### src/rtl/serial_adder_pkg.sv
// ============================================================================
// Module : serial_adder_pkg
// Brief  : Shared state encoding and default width for the serial adder.
// Rev    : 1.0  initial release
// ============================================================================
`default_nettype none

package serial_adder_pkg;

  localparam int DEFAULT_WIDTH = 8;

  typedef enum logic [1:0] {
    IDLE  = 2'd0,
    SHIFT = 2'd1,
    DONE  = 2'd2
  } state_e;

endpackage : serial_adder_pkg

`default_nettype wire

### src/rtl/full_adder.sv
// ============================================================================
// Module : full_adder
// Brief  : One-bit full adder used as the serial adder's bit-slice.
// Rev    : 1.0  initial release
// ============================================================================
`default_nettype none

module full_adder (
  input  logic a_in,
  input  logic b_in,
  input  logic c_in,
  output logic sum_out,
  output logic c_out
);

  assign sum_out = a_in ^ b_in ^ c_in;
  assign c_out   = (a_in & b_in) | (c_in & (a_in ^ b_in));

endmodule : full_adder

`default_nettype wire

### src/rtl/serial_adder.sv
// ============================================================================
// Module : serial_adder
// Brief  : Bit-serial unsigned adder, LSB first, one bit per clock.
//          Optional two's-complement overflow output: define SERIAL_ADDER_OVF_EN.
// Rev    : 1.0  initial release
// ============================================================================
`default_nettype none

module serial_adder
  import serial_adder_pkg::*;
#(
  parameter int WIDTH = DEFAULT_WIDTH
) (
  input  logic             clk_in,
  input  logic             rst_in,
  input  logic             start_in,
  input  logic [WIDTH-1:0] a_in,
  input  logic [WIDTH-1:0] b_in,
  input  logic             c_in,
  output logic             busy_out,
  output logic             done_out,
  output logic [WIDTH-1:0] sum_out,
`ifdef SERIAL_ADDER_OVF_EN
  output logic             ovf_out,
`endif
  output logic             c_out
);

  // One extra counter bit so the final increment to WIDTH never wraps.
  localparam int CW = $clog2(WIDTH) + 1;
  localparam logic [CW-1:0] LAST_BIT = CW'(WIDTH - 1);

  state_e           state_q;
  logic [WIDTH-1:0] a_q;
  logic [WIDTH-1:0] b_q;
  logic [WIDTH-1:0] psum_q;
  logic [WIDTH-1:0] psum_d;
  logic             carry_q;
  logic [CW-1:0]    cnt_q;
  logic             busy_q;
  logic             done_q;
  logic [WIDTH-1:0] sum_q;
  logic             cout_q;

  logic fa_sum;
  logic fa_cout;

  full_adder u_fa (
    .a_in    (a_q[0]),
    .b_in    (b_q[0]),
    .c_in    (carry_q),
    .sum_out (fa_sum),
    .c_out   (fa_cout)
  );

  assign psum_d = {fa_sum, psum_q[WIDTH-1:1]};

`ifdef SERIAL_ADDER_OVF_EN
  // Operand sign bits are captured at accept since a_q/b_q shift away.
  logic a_msb_q;
  logic b_msb_q;
  logic ovf_q;
`endif

  always_ff @(posedge clk_in) begin
    if (rst_in) begin
      state_q <= IDLE;
      a_q     <= '0;
      b_q     <= '0;
      psum_q  <= '0;
      carry_q <= 1'b0;
      cnt_q   <= '0;
      busy_q  <= 1'b0;
      done_q  <= 1'b0;
      sum_q   <= '0;
      cout_q  <= 1'b0;
`ifdef SERIAL_ADDER_OVF_EN
      a_msb_q <= 1'b0;
      b_msb_q <= 1'b0;
      ovf_q   <= 1'b0;
`endif
    end else begin
      done_q <= 1'b0;
      case (state_q)
        IDLE: begin
          if (start_in) begin
            a_q     <= a_in;
            b_q     <= b_in;
            carry_q <= c_in;
            psum_q  <= '0;
            cnt_q   <= '0;
            busy_q  <= 1'b1;
            state_q <= SHIFT;
`ifdef SERIAL_ADDER_OVF_EN
            a_msb_q <= a_in[WIDTH-1];
            b_msb_q <= b_in[WIDTH-1];
`endif
          end
        end
        SHIFT: begin
          psum_q  <= psum_d;
          a_q     <= a_q >> 1;
          b_q     <= b_q >> 1;
          carry_q <= fa_cout;
          cnt_q   <= cnt_q + CW'(1);
          if (cnt_q == LAST_BIT) begin
            busy_q  <= 1'b0;
            state_q <= DONE;
          end
        end
        DONE: begin
          sum_q   <= psum_q;
          cout_q  <= carry_q;
          done_q  <= 1'b1;
          state_q <= IDLE;
`ifdef SERIAL_ADDER_OVF_EN
          ovf_q   <= (a_msb_q == b_msb_q) && (psum_q[WIDTH-1] != a_msb_q);
`endif
        end
        default: state_q <= IDLE;
      endcase
    end
  end

  assign busy_out = busy_q;
  assign done_out = done_q;
  assign sum_out  = sum_q;
  assign c_out    = cout_q;
`ifdef SERIAL_ADDER_OVF_EN
  assign ovf_out  = ovf_q;
`endif

endmodule : serial_adder

`default_nettype wire

### config.mk
export PLATFORM = sky130hd
export DESIGN_NAME = serial_adder
export DESIGN_NICKNAME = d
export VERILOG_FILES = /design/src/rtl/serial_adder_pkg.sv /design/src/rtl/full_adder.sv /design/src/rtl/serial_adder.sv
export SDC_FILE = /design/constraint.sdc
export NUM_CORES = 1
export LEC_CHECK = 0
export BUFFER_PORTS_ARGS = -buffer_cell sky130_fd_sc_hd__buf_2
export CORE_MARGIN = 2
export CORE_UTILIZATION = 55
export CTS_CLUSTER_DIAMETER = 120
export DETAILED_ROUTE_END_ITERATION = 10
export HOLD_SLACK_MARGIN = 0.12
export PLACE_DENSITY = 0.87
export SETUP_SLACK_MARGIN = 0.15
export SLEW_MARGIN = 10
export SYNTH_ARGS = -nofsm -noshare
export SYNTH_HDL_FRONTEND = slang
export SYNTH_HIERARCHICAL = 1
export SYNTH_SLANG_ARGS = --single-unit
### constraint.sdc
create_clock -name clk_in -period 3.18 [get_ports clk_in]
set_clock_uncertainty 0.2 [all_clocks]
set_input_delay 0.159 -clock clk_in [delete_from_list [all_inputs] [get_ports clk_in]]
set_output_delay 0.159 -clock clk_in [all_outputs]
set_load 0.05 [all_outputs]
Yosys cells after proc, flatten, opt, wreduce, memory -nomap -nowiden
Cells that the tools add are included.
{ "op_classes": {"addsub": 1, "bitwise": 5, "mux": 17, "n_eq_ne": 5, "reduce_logical": 5} }
{ "ops": {"columns": ["op", "count"], "rows": [
  ["$pmux W8 S2", 3],
  ["$mux W8", 3],
  ["$pmux W4 S2", 1],
  ["$add A4 B1 Y4 const B", 1],
  ["$eq A4 B3 Y1 const B", 1],
  ["$mux W1", 4],
  ["$mux W2", 2],
  ["$mux W4", 1],
  ["$ne A2 B2 Y1 const B", 2],
  ["$pmux W1 S2", 2],
  ["$pmux W2 S2", 1],
  ["$reduce_and A2 Y1", 2],
  ["$reduce_and A3 Y1", 1],
  ["$and A1 B1 Y1", 2],
  ["$eq A2 B1 Y1 const B", 1],
  ["$eq A2 B2 Y1 const B", 1],
  ["$logic_not A2 Y1", 1],
  ["$reduce_bool A2 Y1", 1],
  ["$xor A1 B1 Y1", 2],
  ["$or A1 B1 Y1", 1]
]} }
{ "word_totals": {"regBits": 42, "elab_cells": 43} }

Logic depth before layout (Yosys ltp)
Gate-level depths: netlist of run 1.
{ "depth": {"depth_word": 4, "ltp_mapped": 6, "depth_no_buf": 4} }

Cells and area by module
Netlist of run 1, hierarchy kept.
{ "modules_own_cells": {"columns": ["module", "instances", "cells_per_inst", "seq_area_each_um2", "area_per_inst_um2"], "rows": [
  ["serial_adder", 1, 202, 840.8, 1756.7],
  ["full_adder", 1, 1, 0.0, 20.0]
]} }

Least setup slack after synthesis of run 1
No wires, ideal clock.
{ "synth_timing": {"kind": "flip-flop to flip-flop", "startpoint": "register state_q[1]", "endpoint": "register cnt_q[3]", "n_path_buf": 2, "setup_ps": 77, "synth_period_minus_slack_ps": 1411, "path_slack_ps": 1769, "required_time_ps": 2903, "path_stages_with_launch": 6, "arrival_ps": 1134, "cell_sequence": "dfxtp_1 > buf_6 > nand2b_4 > buf_6 > or3_1 > a31oi_1"} }
{ "synth_via": {"elab_chain_len": 3, "elab_cells_between_ends": 6, "cone_classes": "eq/ne: 2; mux: 1; reduce/logical: 3"} }
{ "synth_lines": {"columns": ["item", "line", "rtl"], "rows": [
  ["from (decl)", "serial_adder.sv:33", "state_e state_q;"],
  ["from (signal assigned)", "serial_adder.sv:67", "state_q <= IDLE;"],
  ["from (signal assigned)", "serial_adder.sv:93", "state_q <= SHIFT;"],
  ["from (signal assigned)", "serial_adder.sv:108", "state_q <= DONE;"],
  ["$eq A2 B1 Y1 / $logic_not A2 Y1 (equally long branches)", "serial_adder.sv:84", "case (state_q)"],
  ["$reduce_bool A2 Y1 (no line) / $ne A2 B2 Y1 (equally long branches)", null, null],
  ["$reduce_and A2 Y1 (no line)", null, null],
  ["to (signal assigned)", "serial_adder.sv:105", "cnt_q <= cnt_q + CW'(1);"],
  ["to (decl)", "serial_adder.sv:39", "logic [CW-1:0] cnt_q;"]
]} }
Parallel ways exist; a longest one is shown, timed or not.
A chain may end at the register's enable or synchronous reset.

Worst setup path in the final report of run 1
{ "layout_timing": {"startpoint": "register state_q[0]", "endpoint": "register b_q[5]"} }
{ "layout_via": {"elab_chain_len": 3, "elab_cells_between_ends": 6, "cone_classes": "eq/ne: 2; mux: 1; reduce/logical: 3"} }
{ "layout_lines": {"columns": ["item", "line", "rtl"], "rows": [
  ["$eq A2 B1 Y1 / $logic_not A2 Y1 (equally long branches)", "serial_adder.sv:84", null],
  ["$reduce_bool A2 Y1 (no line) / $ne A2 B2 Y1 (equally long branches)", null, null],
  ["$reduce_and A2 Y1 (no line)", null, null],
  ["to (signal assigned)", "serial_adder.sv:88", "b_q <= b_in;"],
  ["to (signal assigned)", "serial_adder.sv:103", "b_q <= b_q >> 1;"],
  ["to (decl)", "serial_adder.sv:35", "logic [WIDTH-1:0] b_q;"]
]} }
Parallel ways exist; a longest one is shown, timed or not.

==> results.toml, run 1 <==
[timing]
slew_viol_final = 0
worst_pin_slew_ns = 0.819
max_freq_mhz = 456
hold_slack_ns = 0.170
final-hold-violation-count = 0
fin_tns_setup_ns = 0
fin_crit_sh_pct = 69.0
setup_violations = 0
period_minus_slack_ns = 2.20
max_slew_margin_pct = 45.4
rsz0062_at_grt = "no"

[yosys]
synth_xor_area_share_pct = 0
syn-cell-area_um2 = 1780
synth.top_cell.area_share_pct = 47.3
muxShareOfSynthArea_pct = 0
synth_compound_area_share_pct = 23.7
synth_nets = 225
synth_top_family_by_area = "compound AO/OA/AOI/OAI gates"
synth.distinct_cells = 32
synth_seq_area_share_pct = 47.3
synth_area_leader_cell = "dfxtp_1"
synth_area_leaders = "dfxtp_1, nand2_1, a21oi_1"
synthSimpleGateAreaFrac_pct = 20.9
synth_fa_ha_area_share_pct = 1.83
yosys_warnings = 6
yosys_register_bits = 42
syn_inst = 203
avgSynthCellArea_um2 = 8.75

[floorplan]
start_util_pct = 58.2
ios = 31
dieWidth_um = 60.8
die-height_um = 60.8
num_rows = 20
core_um2 = 3050
dieArea_um2 = 3700

[clock_network]
numCtsBuffers = 5
insertion_delay_ns = 0.35
clk_pin_slew_ns = 0.11
cts_tree = "yes"
post_cts_buffers = 0
hold_buffers = 19
cts_buffer_depth = 2
h-tree-depth = 2
cts.repair.resized = 0
cts.sinks = 42
clockRootBuffer = "clkbuf_4"

[critical_path]
startpoint_type = "flop"
timing.rr.start = "state_q[0]"
worst_path_max_delay_cell = "dfxtp_1"
max_stage_delay_ns = 0.64
crit_path_start = "state_q[0]"
critPathKind = "flop to flop"
worst_ep_required_time_ns = 3.24
critPathBufInv = 1
path_delay_family = "flip-flops"
crit_fanout = 16
endpoint_kind = "flop"
reg2regPathDepth = 4
ff2ff_setup_slack_ns = 0.98
reg2reg_to = "b_q[5]"
cp.arrival_ns = 2.26
cp_cell_sequence = "nor2b_1 > buf_4 > a21oi_1 > a211oi_2"

[hold_path]
min_path_cells = 4
hold_path_end = "busy_out"
hold_start = "start_in"
min_path_type = "primary input to flop"

[final_layout]
drive_gt1_share_pct = 20.2
multi_input_comb_area_um2 = 825
fill_cells = 258
nNetsFinal = 264
final_cell_mix = "dfxtp_1, nand2_1, buf_2, nor2_1, a21oi_1"
syn_to_final_growth_pct = 19.1
final_common_cell = "dfxtp_1"
n_antenna_cell = 0
seq_area_um2 = 841

[drt]
wl_met1_mm = 1.59
drt_wl_total_mm = 3.62
highest_layer = "met4"
first_pass_iters = 4
drc = 0
vias = 1536
drt_iter0_markers = 82
antenna_left = 0
wl_per_cell_um = 12.6
dr_wl_met2_mm = 1.80
vias_per_cell = 5.37
routed-wl-met3_um = 155

[grt]
grt_pass1_vias = 1381
grt_usage_pct = 22.6
grt_pass1_wl_mm = 6.13
grt_overflow = 0
grt_max_degree = 44
antenna_found_initial = 0

[power_and_ir_drop]
leakage_uw = 0.000847
power_density_nw_per_um2 = 442
ir_drop_v = 0.000315

[run]
cap_viol_max_count = 0

[place]
place_congestion = 0.784
dp_hpwl_mm = 2.06
port_buffers = 30

[run_status]
status = "completed"
## worst max path at each step
stage	to	cells after the start	slack (ns)
2_1_floorplan	cnt_q[3]	5	1.77
3_3_place_gp	a_q[0]	4	1.12
3_5_place_dp	b_q[0]	4	1.04
4_1_cts	b_q[3]	4	0.98
5_1_grt	a_q[4]	4	0.79
6_report	b_q[5]	4	0.98
## metrics by stage
step / util [%] / area (um2) / std cells / power (uW) / setup slack [ns]
global placement: 61.5 / 1880 / 260 / 679 / 1.12
global route: 69.3 / 2120 / 286 / 987 / 0.791
detailed placement: 61.5 / 1880 / 260 / 682 / 1.04
CTS: 69.3 / 2120 / 286 / 939 / 0.979
finish: 69.3 / 2120 / 286 / 935 / 0.985
floorplan: - / 1780 / 203 / 662 / 1.77
## tightest hold or removal path: stages
cell and delay (ns):
buf_2 0.14, and2b_1 0.20, nor2_1 0.11, a2111oi_0 0.07
## per-layer routing
| layer | track usage, % | vias up |
|---|---|---|
| met5 | 0 | - |
| li1 | - | 772 |
| met2 | 37.8 | 42 |
| met3 | 6.18 | 8 |
| met4 | 9.94 | 0 |
| met1 | 27.2 | 714 |
## cell usage after synthesis
cell type / count
a2111oi_0: 1
a211oi_1: 7
a211oi_2: 8
a21oi_1: 26
a22oi_1: 9
a311oi_1: 1
a31oi_1: 1
and2b_1: 1
and3b_1: 1
buf_1: 2
buf_2: 5
buf_4: 4
buf_6: 3
clkbuf_1: 4
dfxtp_1: 42
fa_1: 1
ha_1: 1
nand2_1: 37
nand2b_1: 2
nand2b_4: 1
nand3_1: 2
nor2_1: 27
nor2b_1: 6
nor3_1: 1
nor3b_1: 2
o21ai_0: 1
o21ba_1: 1
o21bai_4: 1
o22ai_1: 2
or2_2: 1
or3_1: 1
or3b_1: 1
## cell type report
cell class              instances  area share, %
flip-flops and latches         42           39.7
multi-input cells             143           39.0
repair buffers                 50           16.4
well taps                      44           2.60
clock buffers                   5           1.77
clock inverters                 2          0.473
## registers in the layout, summed over array words and instances, names as in the netlist
register and flops:
busy_out 1, carry_q 1, done_out 1, cnt_q 4, a_q 8, c_out 1
sum_out 8, state_q 2, b_q 8, psum_q 8
## logic make-up after synthesis
family | count (synthesis)
buffers and inverters | 18
AO/OA/AOI/OAI | 58
flip-flops | 42
adder cells (fa/ha/maj) | 2
AND/OR/NAND/NOR | 83
## report_power, final
group | leakage (uW) | switching, uW | total (uW) | internal [uW]
clock network | 0.0000308 | 163 | 242 | 79.6
registers | 0.000343 | 18.4 | 567 | 549
logic | 0.000473 | 67.8 | 125 | 57.6
(Power assumes the default switching activity.)
==> run 2, diff against run 1 <==
--- a/config.mk
+++ b/config.mk
@@ -7,11 +7,11 @@
 export LEC_CHECK = 0
 export BUFFER_PORTS_ARGS = -buffer_cell sky130_fd_sc_hd__buf_2
 export CORE_MARGIN = 2
-export CORE_UTILIZATION = 55
+export CORE_UTILIZATION = 54
 export CTS_CLUSTER_DIAMETER = 120
 export DETAILED_ROUTE_END_ITERATION = 10
 export HOLD_SLACK_MARGIN = 0.12
-export PLACE_DENSITY = 0.87
+export PLACE_DENSITY = 0.85
 export SETUP_SLACK_MARGIN = 0.15
 export SLEW_MARGIN = 10
 export SYNTH_ARGS = -nofsm -noshare
==> constraint.sdc (replaced) <==
create_clock -name clk_in -period 2.12 [get_ports clk_in]
set_clock_uncertainty 0.2 [all_clocks]
set_input_delay 0.106 -clock clk_in [delete_from_list [all_inputs] [get_ports clk_in]]
set_output_delay 0.106 -clock clk_in [all_outputs]
set_load 0.05 [all_outputs]
==> results.toml, run 2 (synthesis results as in run 1) <==
[run_status]
status = "completed"

[clock_network]
clk_pin_slew_ns = 0.13
cts.sinks = 42
h-tree-depth = 2
cts_tree = "yes"
numCtsBuffers = 5
cts_buffer_depth = 2
clockRootBuffer = "clkbuf_4"
post_cts_buffers = 0
insertion_delay_ns = 0.37

[critical_path]
timing.rr.start = "state_q[1]"
crit_path_start = "state_q[1]"
endpoint_kind = "flop"
startpoint_type = "flop"
cp.arrival_ns = 1.87
worst_ep_required_time_ns = 2.18
crit_fanout = 11
cp_cell_sequence = "and2b_1 > a21oi_1 > dlygate4sd3_1 > o22ai_1"
worst_path_max_delay_cell = "dlygate4sd3_1"
max_stage_delay_ns = 0.57
critPathKind = "flop to flop"

[final_layout]
seq_area_um2 = 842
n_antenna_cell = 0
fill_cells = 252
syn_to_final_growth_pct = 22.2
multi_input_comb_area_um2 = 825
final_cell_mix = "dfxtp_1, nand2_1, buf_2, nor2_1, a21oi_1"
nNetsFinal = 269
final_common_cell = "dfxtp_1"
drive_gt1_share_pct = 21.8

[floorplan]
core_um2 = 3100
dieArea_um2 = 3770
start_util_pct = 57.3
num_rows = 20
dieWidth_um = 61.4
ios = 31
die-height_um = 61.4

[timing]
period_minus_slack_ns = 1.81
final-hold-violation-count = 0
fin_crit_sh_pct = 85.5
hold_slack_ns = 0.258
fin_tns_setup_ns = 0
setup_violations = 0
max_freq_mhz = 552
max_slew_margin_pct = 60.9
rsz0062_at_grt = "no"
slew_viol_final = 0
worst_pin_slew_ns = 0.585

[power_and_ir_drop]
total_power_uw = 1460
power_density_nw_per_um2 = 671
ir_drop_v = 0.000476
leakage_uw = 0.000871

[grt]
grt_pass1_vias = 1438
grt_max_degree = 28
grt_pass1_wl_mm = 6.13
antenna_found_initial = 0
grt_usage_pct = 22.5
grt_overflow = 0

[drt]
antenna_left = 0
wl_per_cell_um = 12.6
vias = 1560
first_pass_iters = 4
drt_iter0_markers = 29
drt_wl_total_mm = 3.69
drc = 0
vias_per_cell = 5.34

[run]
cap_viol_max_count = 0

[place]
port_buffers = 30
dp_hpwl_mm = 2.15
place_congestion = 0.726

[hold_path]
hold_start = "sum_out[3]"
min_path_type = "flop to flop"
-- run 2: cell types whose count changed in the layout (fill, tap and decap cells not counted), sizes merged --
| cell | previous run | this run |
|---|---|---|
| buf | 31 | 34 |
| clkinvlp | 0 | 1 |
| dlygate4sd3 | 19 | 21 |
-- run 2: path summary, 6_finish.rpt --
path,cells after the start,endpoint,slack (ns)
max,4,b_q[7],0.31
min,2,sum_out[3],0.26
max reg2reg,4,b_q[7],0.31
min reg2reg,2,sum_out[3],0.26
-- run 2: metal layers --
layer / up-vias / global-route usage (%) / share of wire [%]
met4: 0 / 13.1 / 2.4
li1: 784 / - / -
met2: 30 / 38.8 / 50
met5: - / 0 / 0
met3: 10 / 3.99 / 3.0
met1: 736 / 26.2 / 44
-- run 2: metrics by stage --
step / std cells / setup slack, ns / utilization, % / instance area, um2
2_1_floorplan: 203 / 0.709 / - / 1780
3_3_place_gp: 263 / 0.484 / 61.3 / 1900
5_1_grt: 292 / 0.248 / 70.0 / 2170
6_report: 292 / 0.307 / 70.0 / 2170
3_5_place_dp: 263 / 0.420 / 61.3 / 1900
4_1_cts: 292 / 0.230 / 69.9 / 2170
-- run 2: report_power, final --
part           internal, uW  switching [uW]
Sequential              823            26.3
Combinational          93.0             104
Clock                   129             282
Total                  1050             412
-- run 2: worst max-delay path: cells and delay by family (launching register included) --
family                 cells  cell delay (ns)
buffers and inverters      1             0.57
and+or+nand+nor            1             0.24
DFF                        1             0.46
AOI/OAI and AO/OA          2             0.22
-- run 2: what timing repair did --
item | in CTS | in global routing
endpoints found under the setup margin | 0 | 2
resized for setup | 0 | 1
hold endpoints to repair | 40 | 0
hold buffers | 21 | 0
-- run 2: cell type report --
cell class | instances | share of cell area [%]
clock inverters | 3 | 0.980
repair buffers | 55 | 18.0
clock buffers | 5 | 1.73
well taps | 44 | 2.54
flip-flops and latches | 42 | 38.8
multi-input cells | 143 | 38.0
==> run 3, diff against run 2 <==
--- a/config.mk
+++ b/config.mk
@@ -6,12 +6,12 @@
 export NUM_CORES = 1
 export LEC_CHECK = 0
 export BUFFER_PORTS_ARGS = -buffer_cell sky130_fd_sc_hd__buf_2
-export CORE_MARGIN = 2
-export CORE_UTILIZATION = 54
+export CORE_UTILIZATION = 55
+export CTS_BUF_LIST = sky130_fd_sc_hd__clkbuf_4 sky130_fd_sc_hd__clkbuf_8
 export CTS_CLUSTER_DIAMETER = 120
 export DETAILED_ROUTE_END_ITERATION = 10
 export HOLD_SLACK_MARGIN = 0.12
-export PLACE_DENSITY = 0.85
+export PLACE_DENSITY = 0.87
 export SETUP_SLACK_MARGIN = 0.15
 export SLEW_MARGIN = 10
 export SYNTH_ARGS = -nofsm -noshare
==> results.toml, run 3 (synthesis results as in run 1) <==
[run_status]
status = "completed"

[drt]
drc = 0
vias = 1521
drt_iter0_markers = 60
highest_layer = "met4"
routed-wl-met3_um = 115
dr_wl_met2_mm = 1.75
drt_wl_total_mm = 3.48
wl_per_cell_um = 11.9
vias_per_cell = 5.19
antenna_left = 0
first_pass_iters = 4
wl_met1_mm = 1.60

[floorplan]
die-height_um = 58.8
ios = 31
dieWidth_um = 58.8
core_um2 = 3050
dieArea_um2 = 3460
start_util_pct = 58.2
num_rows = 20

[critical_path]
path_delay_family = "buffers and inverters"
ff2ff_setup_slack_ns = 0.33
worst_path_max_delay_cell = "dlygate4sd3_1"
endpoint_kind = "flop"
crit_fanout = 11
reg2reg_to = "a_q[7]"
critPathBufInv = 1
cp.arrival_ns = 1.81
critPathKind = "flop to flop"
cp_cell_sequence = "and2b_1 > a21oi_1 > dlygate4sd3_1 > o22ai_1"
crit_cells = 4
crit_path_start = "state_q[1]"
reg2regPathDepth = 4
timing.rr.start = "state_q[1]"
startpoint_type = "flop"
max_stage_delay_ns = 0.57
worst_ep_required_time_ns = 2.15

[grt]
grt_pass1_vias = 1354
antenna_found_initial = 0
grt_usage_pct = 21.7
grt_overflow = 0
grt_max_degree = 26
grt_pass1_wl_mm = 5.74

[final_layout]
final_common_cell = "dfxtp_1"
fin_util_pct = 72.0
n_antenna_cell = 0
final_cell_mix = "dfxtp_1, nand2_1, buf_2, nor2_1, a21oi_1"
drive_gt1_share_pct = 22.1
fill_cells = 255
syn_to_final_growth_pct = 23.7
nNetsFinal = 270
layout.cells.non_filler = 293

[place]
post-place-cells = 264
port_buffers = 30
place_ws_ns = 0.405
dp_hpwl_mm = 2.12
place_congestion = 0.795

[clock_network]
cts.sinks = 42
clk_pin_slew_ns = 0.12
clockRootBuffer = "clkbuf_4"
h-tree-depth = 2
cts_tree = "yes"
numCtsBuffers = 5
insertion_delay_ns = 0.34
post_cts_buffers = 0
cts_buffer_depth = 2

[timing]
slew_viol_final = 0
fin_crit_sh_pct = 84.3
max_slew_margin_pct = 65.7
fin_ws_ns = 0.333
max_freq_mhz = 560
setup_violations = 0
final-hold-violation-count = 0
period_minus_slack_ns = 1.79
worst_pin_slew_ns = 0.514
fin_tns_setup_ns = 0
rsz0062_at_grt = "no"

[hold_path]
min_path_type = "flop to flop"
hold_path_end = "sum_out[4]"
hold_start = "sum_out[4]"
min_path_cells = 2

[power_and_ir_drop]
ir_drop_v = 0.000475
power_density_nw_per_um2 = 691
total_power_uw = 1520
leakage_uw = 0.000890

[run]
cap_viol_max_count = 0
## run 3: changes by cell type in the layout (fill, tap and decap cells not counted), sizes merged
cell,change
clkinv,-2
clkinvlp,-1
clkbuf,+3
buf,+1
## run 3: timing repair
action,CTS,global route
hold endpoints to repair,23,0
endpoints found under the setup margin,0,2
gates resized for setup,0,1
hold buffers,21,0
## run 3: where the power goes
part           switching [uW]  internal, uW
Combinational             102          93.0
Clock                     247           227
Sequential               26.6           823
Total                     375          1140
## run 3: how the worst max path moves through the flow
stage	endpoint	slack (ns)
2_1_floorplan	cnt_q[3]	0.71
3_3_place_gp	b_q[2]	0.44
3_5_place_dp	b_q[2]	0.40
4_1_cts	b_q[7]	0.27
5_1_grt	b_q[2]	0.20
6_report	a_q[7]	0.33
## run 3: worst min-delay path: cells and delay by family, from the launching register on
| family | cells | cell delay, ns |
|---|---|---|
| flip-flops | 1 | 0.32 |
| AO/OA/AOI/OAI | 1 | 0.05 |
| AND/OR/NAND/NOR | 1 | 0.05 |
## run 3: area by class of cell
class	count	area, um2	share of cell area [%]
Sequential cell	42	842	38.3
Clock buffer	8	78.8	3.59
Multi-Input combinational cell	143	825	37.5
Timing Repair Buffer	56	398	18.1
Tap cell	44	55.1	2.50
## run 3: metrics by stage
| step | cell area [um2] | hold WS [ns] |
|---|---|---|
| 6_report | 2200 | 0.257 |
| 5_1_grt | 2200 | 0.271 |
| 4_1_cts | 2200 | 0.262 |
| 3_5_place_dp | 1910 | 0.165 |
| 3_3_place_gp | 1910 | 0.154 |
| 2_1_floorplan | 1780 | 0.0470 |
## run 3: layer usage
metal / global-route usage [%] / up-vias
met2: 37.5 / 39
met4: 6.80 / 0
met1: 26.5 / 695
met3: 5.49 / 2
met5: 0 / -
li1: - / 785
